===== src/rtl/uart_rx.sv =====
// uart_rx: 8N1 serial receiver. The line is double-flopped, a falling edge
// starts a frame, and every bit is sampled at its centre. A correctly framed
// byte is presented on RX_DATA together with a sticky rdy flag.
//
// Handshake: rdy rises on the clock after a good stop bit is sampled and
// stays high until the consumer pulses clr_rdy for one or more cycles. When a
// byte completes in the same cycle as clr_rdy, the new byte wins and rdy
// stays 1. A byte completing while rdy is still 1 overwrites RX_DATA and
// sets ovr_err, which clr_rdy also clears.
module uart_rx #(
  parameter int BAUD_DIV = 110,
  parameter int HALF_DIV = BAUD_DIV / 2
) (
  input  logic       clk,
  input  logic       rst,
  input  logic       RX,
  input  logic       clr_rdy,
  output logic [7:0] RX_DATA,
  output logic       rdy,
  output logic       frm_err,
  output logic       ovr_err,
  output logic [1:0] state_dbg
);

  typedef enum logic [1:0] {
    IDLE  = 2'd0,
    START = 2'd1,
    RECV  = 2'd2
  } state_t;

  localparam logic [6:0] HALF_LAST = 7'(HALF_DIV - 1);
  localparam logic [6:0] BAUD_LAST = 7'(BAUD_DIV - 1);

  state_t      state;
  state_t      state_nxt;
  logic        rx_meta;
  logic        rx_s;
  logic        rx_d;
  logic [6:0]  baud_cnt;
  logic [3:0]  bit_cnt;
  logic [7:0]  shreg;
  logic        start_edge;
  logic        strobe;
  logic        data_strobe;
  logic        stop_strobe;
  logic        set_rdy;
  logic        set_frm;

  assign state_dbg  = state;
  assign start_edge = rx_d & ~rx_s;

  // Sample strobes: half a bit into the start bit, then a full bit period
  // for each data bit and the stop bit. bit_cnt == 8 marks the stop bit.
  always_comb begin
    strobe      = 1'b0;
    data_strobe = 1'b0;
    stop_strobe = 1'b0;
    if (state == START && baud_cnt == HALF_LAST) begin
      strobe = 1'b1;
    end
    if (state == RECV && baud_cnt == BAUD_LAST) begin
      strobe = 1'b1;
      if (bit_cnt == 4'd8) begin
        stop_strobe = 1'b1;
      end else begin
        data_strobe = 1'b1;
      end
    end
    set_rdy = stop_strobe & rx_s;
    set_frm = stop_strobe & ~rx_s;
  end

  // Two-flop synchroniser plus one delay flop for edge detection; reset to
  // the idle level so leaving reset never looks like a start edge.
  always_ff @(posedge clk) begin
    if (rst) begin
      rx_meta <= 1'b1;
      rx_s    <= 1'b1;
      rx_d    <= 1'b1;
    end else begin
      rx_meta <= RX;
      rx_s    <= rx_meta;
      rx_d    <= rx_s;
    end
  end

  // State register.
  always_ff @(posedge clk) begin
    if (rst) begin
      state <= IDLE;
    end else begin
      state <= state_nxt;
    end
  end

  // Next-state logic. A start bit that reads high at its centre is a glitch.
  always_comb begin
    state_nxt = state;
    case (state)
      IDLE:    if (start_edge) state_nxt = START;
      START:   if (strobe) state_nxt = rx_s ? IDLE : RECV;
      RECV:    if (stop_strobe) state_nxt = IDLE;
      default: state_nxt = IDLE;
    endcase
  end

  // Baud counter: held at zero in IDLE so a start edge always begins at 0,
  // restarted on every sample strobe.
  always_ff @(posedge clk) begin
    if (rst) begin
      baud_cnt <= '0;
    end else if (state == IDLE || strobe) begin
      baud_cnt <= '0;
    end else begin
      baud_cnt <= baud_cnt + 7'd1;
    end
  end

  // Bit counter: cleared when the start bit is confirmed, steps per data bit.
  always_ff @(posedge clk) begin
    if (rst) begin
      bit_cnt <= '0;
    end else if (state == START && strobe) begin
      bit_cnt <= '0;
    end else if (data_strobe) begin
      bit_cnt <= bit_cnt + 4'd1;
    end
  end

  // Shift register: data arrives LSB first, so shift in from the top.
  always_ff @(posedge clk) begin
    if (rst) begin
      shreg <= '0;
    end else if (data_strobe) begin
      shreg <= {rx_s, shreg[7:1]};
    end
  end

  // Output flags and data. A new byte takes priority over clr_rdy; overrun is
  // judged against rdy as it stood before any clear in the same cycle.
  always_ff @(posedge clk) begin
    if (rst) begin
      RX_DATA <= 8'h00;
      rdy     <= 1'b0;
      frm_err <= 1'b0;
      ovr_err <= 1'b0;
    end else begin
      frm_err <= set_frm;
      if (set_rdy) begin
        RX_DATA <= shreg;
        rdy     <= 1'b1;
        ovr_err <= rdy | (ovr_err & ~clr_rdy);
      end else if (clr_rdy) begin
        rdy     <= 1'b0;
        ovr_err <= 1'b0;
      end
    end
  end

endmodule

===== config.mk =====
export PLATFORM = sky130hd
export DESIGN_NAME = uart_rx
export DESIGN_NICKNAME = d
export VERILOG_FILES = /design/src/rtl/uart_rx.sv
export SDC_FILE = /design/constraint.sdc
export NUM_CORES = 1
export LEC_CHECK = 0
export ABC_AREA = 1
export CAP_MARGIN = 10
export CORE_ASPECT_RATIO = 0.7
export CORE_MARGIN = 2
export CORE_UTILIZATION = 35
export DETAILED_ROUTE_END_ITERATION = 7
export GPL_TIMING_DRIVEN = 0
export PLACE_DENSITY_LB_ADDON = 0.25
export SYNTH_ARGS = -nofsm -noshare
export SYNTH_HDL_FRONTEND = slang
export SYNTH_SLANG_ARGS = --single-unit

===== constraint.sdc =====
create_clock -name clk -period 1.2 [get_ports clk]
set_input_delay 0.3 -clock clk [delete_from_list [all_inputs] [get_ports clk]]
set_output_delay 0.3 -clock clk [all_outputs]
set_load 0.02 [all_outputs]

==> qor.txt <==
Root Buffer -> clkbuf_8
CTS Sinks -> 35
hold path depth -> 2
Starting Density -> 36.1%
Switch Pwr -> 0.000459 W
DR iter-0 viols -> 95
CTS max path bufs -> 2
Max-Cap Viols -> 0
Final setup viols -> 30
Peak VDD IR -> 574 uV
top cells by instance count after synthesis -> nand2_1 (43), dfxtp_1 (35), nor2_1 (30), inv_1 (22)
crit path max fanout -> 6
Slew Limit Fails -> 0
Routed Antenna Nets -> 0
detailed-route wire length -> 3.29 mm
Cells after DPL -> 272
number of synthesized flops with an enable pin -> 0
Post-DP HPWL -> 2.08 mm
status -> finished, violations left
clk_lat worst skew -> 0.28 ns
Synth area leader -> dfxtp_1
post-synthesis sequential element count -> 35
compound-gate portion of the synthesized area -> 5.51%
synthesis-to-layout area growth -> 40.5%
proportion of synthesized area in mux cells -> 0%
antenna cells -> 0
CP max stage cell -> dfxtp_2
Synth Cell Area -> 1550 sq um
Yosys warnings -> 0
core area -> 4280 sq um
initial antenna violation count -> 0
Hold Path Class -> primary input to flip-flop
adder-cell share of the synthesized area -> 4.05%
Combinational Power Share -> 2.9%
Worst setup endpoint -> shreg[7]
FP Rows -> 20
RSZ-0062 raised after global routing -> yes
PortBufs -> 16
clock share of power -> 43.2%
Fin Setup TNS -> -3.27 ns
Reg2Reg Launch Point -> baud_cnt[1]
number of global-route vias before repair -> 1,213
fin worst setup slack -> -0.163 ns
static leakage power -> 0.922 nW
crit start category -> flip-flop
failing checks -> setup timing
CTS H-tree depth -> 2
dominant synthesized flop cell -> dfxtp_1
total number of vias -> 1,316
Slew Limit Headroom -> 79.5%
power per cell area -> 998 nW/um^2
Setup CP Type -> flip-flop to flip-flop
Cells after Synth -> 201
Setup Skew -> 0.00557 ns
simple-gate share of the synthesized area -> 32.6%
clk slew on worst S/H paths -> 0.07 ns
Async SR Flop Fraction -> 0%
Non-Filler Instances -> 292
Sw Ratio -> 21.2%
die height -> 59.6 microns
Yosys top cell area share -> 45.3%
CP Capture Type -> flip-flop
drt first pass iters -> 4
layout cell share with drive strength beyond 1 -> 45.1%
Critical Path RT -> 1.37 ns
largest family of logic cells by synthesized area -> simple AND/OR/NAND/NOR gates
Die Area -> 4970 sq um
first-pass GRT wire length -> 5.71 mm
largest net degree at the start of global routing -> 11
Seq/Total Area, Yosys -> 45.3%
crit share post-route -> 114%
GRT overflow -> 0
CP cell instances -> inv_2, ha_4, nand2_4, inv_2, nand2_4, nor2_8, nand2_4, buf_6, nand2_2, a21oi_2
DRC viols -> 0
CP max stage delay -> 0.34 ns
GP Congestion -> 0.789
Via density -> 4.51
Routed wire per std cell -> 11.3 microns
sequential power share -> 54.0%
# hold bufs at CTS -> 0
clock buffer count from CTS -> 5
Cell Int Power -> 0.00171 W
gr usage total -> 14.6%
worst hold margin -> 0.345 ns
worst reg-to-reg setup slack -> -0.16 ns
Max Fclk -> 734 MHz
CTS tree -> done
Final Hold Fails -> 0
total power draw -> 0.00217 W
origin of the worst setup path -> baud_cnt[1]
# IOs -> 17
Least-Margin Pin Slew -> 0.308 ns
Reg2Reg Depth -> 10
Post-Synth XOR/XNOR Area -> 2.83%
DIE WIDTH -> 83.4 microns
Arrival @ worst endpoint -> 1.53 ns
count leader, synth -> nand2_1
Reg-to-Reg End -> shreg[7]
ranking of synthesized cells by area -> dfxtp_1 (45%), nand2_1 (10%), nor2_1 (7.3%)
dpl ws -> -0.314 ns
Syn Area/Cell -> 7.69 sq um
Yosys cell types -> 24
most frequent CP cell -> nand2_4
Tmin final -> 1.36 ns
fin nets -> 245
Mapped Nets -> 210
## layout make-up
type                            instances  area [sq um]
Buffer                                  6          55.1
Clock buffer                            8           100
Multi-Input combinational cell        134           911
Timing Repair Buffer                   28           215
Tap cell                               55          68.8
Fill cell                             401          2110
Inverter                               26           103
Sequential cell                        35           718
## cells by family after synthesis
kind of cell,count (synthesis)
AOI/OAI and AO/OA,17
xor gates and xnor gates,5
adders and majority gates,5
buffers and inverters,32
DFF,35
and+or+nand+nor,107
## flip-flops by register name, summed over array words and instances (netlist names)
signal     flops
state_dbg      2
shreg          8
ovr_err        1
rx_meta        1
rx_s           1
bit_cnt        4
frm_err        1
baud_cnt       7
RX_DATA        8
rx_d           1
rdy            1
## power groups by stage
| stage | combinational [W] | clock [W] | sequential (W) |
|---|---|---|---|
| 2_1_floorplan | 0.0000271 | 0 | 0.00120 |
| 3_3_place_gp | 0.0000538 | 0 | 0.00120 |
| 3_5_place_dp | 0.0000532 | 0 | 0.00120 |
| 4_1_cts | 0.0000569 | 0.000952 | 0.00117 |
| 5_1_grt | 0.0000695 | 0.000998 | 0.00117 |
| 6_report | 0.0000620 | 0.000935 | 0.00117 |
## placed cells by master (no fill, tap or decap), types with 2 or more instances in the layout
cell type        Yosys  routed
nor2_2               2      12
nand4_1              6       6
a21oi_1             16       4
clkbuf_2             0       3
buf_2                2      10
ha_4                 0       2
nand2_4              1      12
nor2_1              30      17
or2_2                2       2
nand2_1             43      28
inv_1               22      17
a21oi_2              0      12
inv_4                0       2
ha_1                 5       3
buf_4                0       9
clkdlybuf4s50_1      0       2
clkdlybuf4s15_2      0       2
xor2_1               4       4
dfxtp_4              0       4
dfxtp_1             35      29
nand2_2              3       7
nor2_4               1       4
nand3_1             16      15
dfxtp_2              0       2
buf_6                2       6
clkbuf_8             0       7
inv_2                4       7
## worst min-delay path by stage
stage                        from       end  slack (ns)
after floorplan               rst  shreg[0]        0.37
after global placement    rx_meta      rx_s        0.39
after detailed placement  rx_meta      rx_s        0.40
after CTS                 rx_meta      rx_s        0.41
after global routing          rst  shreg[0]        0.36
final                         rst  shreg[0]        0.34
## layer usage
metal / track usage (%) / wire length, microns
met2: 21.8 / 1400
met5: 0 / 0
met4: 5.53 / 51
met3: 3.76 / 113
met1: 20.5 / 1720
## stage by stage
step	utilization [%]	area (sq um)
finish	50.7	2170
global route	50.7	2170
CTS	48.1	2060
detailed placement	42.5	1820
global placement	42.5	1820
floorplan	-	1590
## worst max-delay path, delay by kind of cell (launching register included)
family / cells / cell delay [ns]
compound gates: 1 / 0.04
fa+ha+maj: 1 / 0.13
buf+inv: 3 / 0.29
flops: 1 / 0.34
simple gates: 5 / 0.45
## timing repair
| action | CTS | global route |
|---|---|---|
| setup buffers | 6 | 4 |
| resized for setup | 69 | 45 |
| endpoints found under the setup margin | 43 | 40 |
| gates cloned | 2 | 0 |
| pin swaps | 9 | 7 |
No activity file was read; power rests on OpenSTA's default activity.
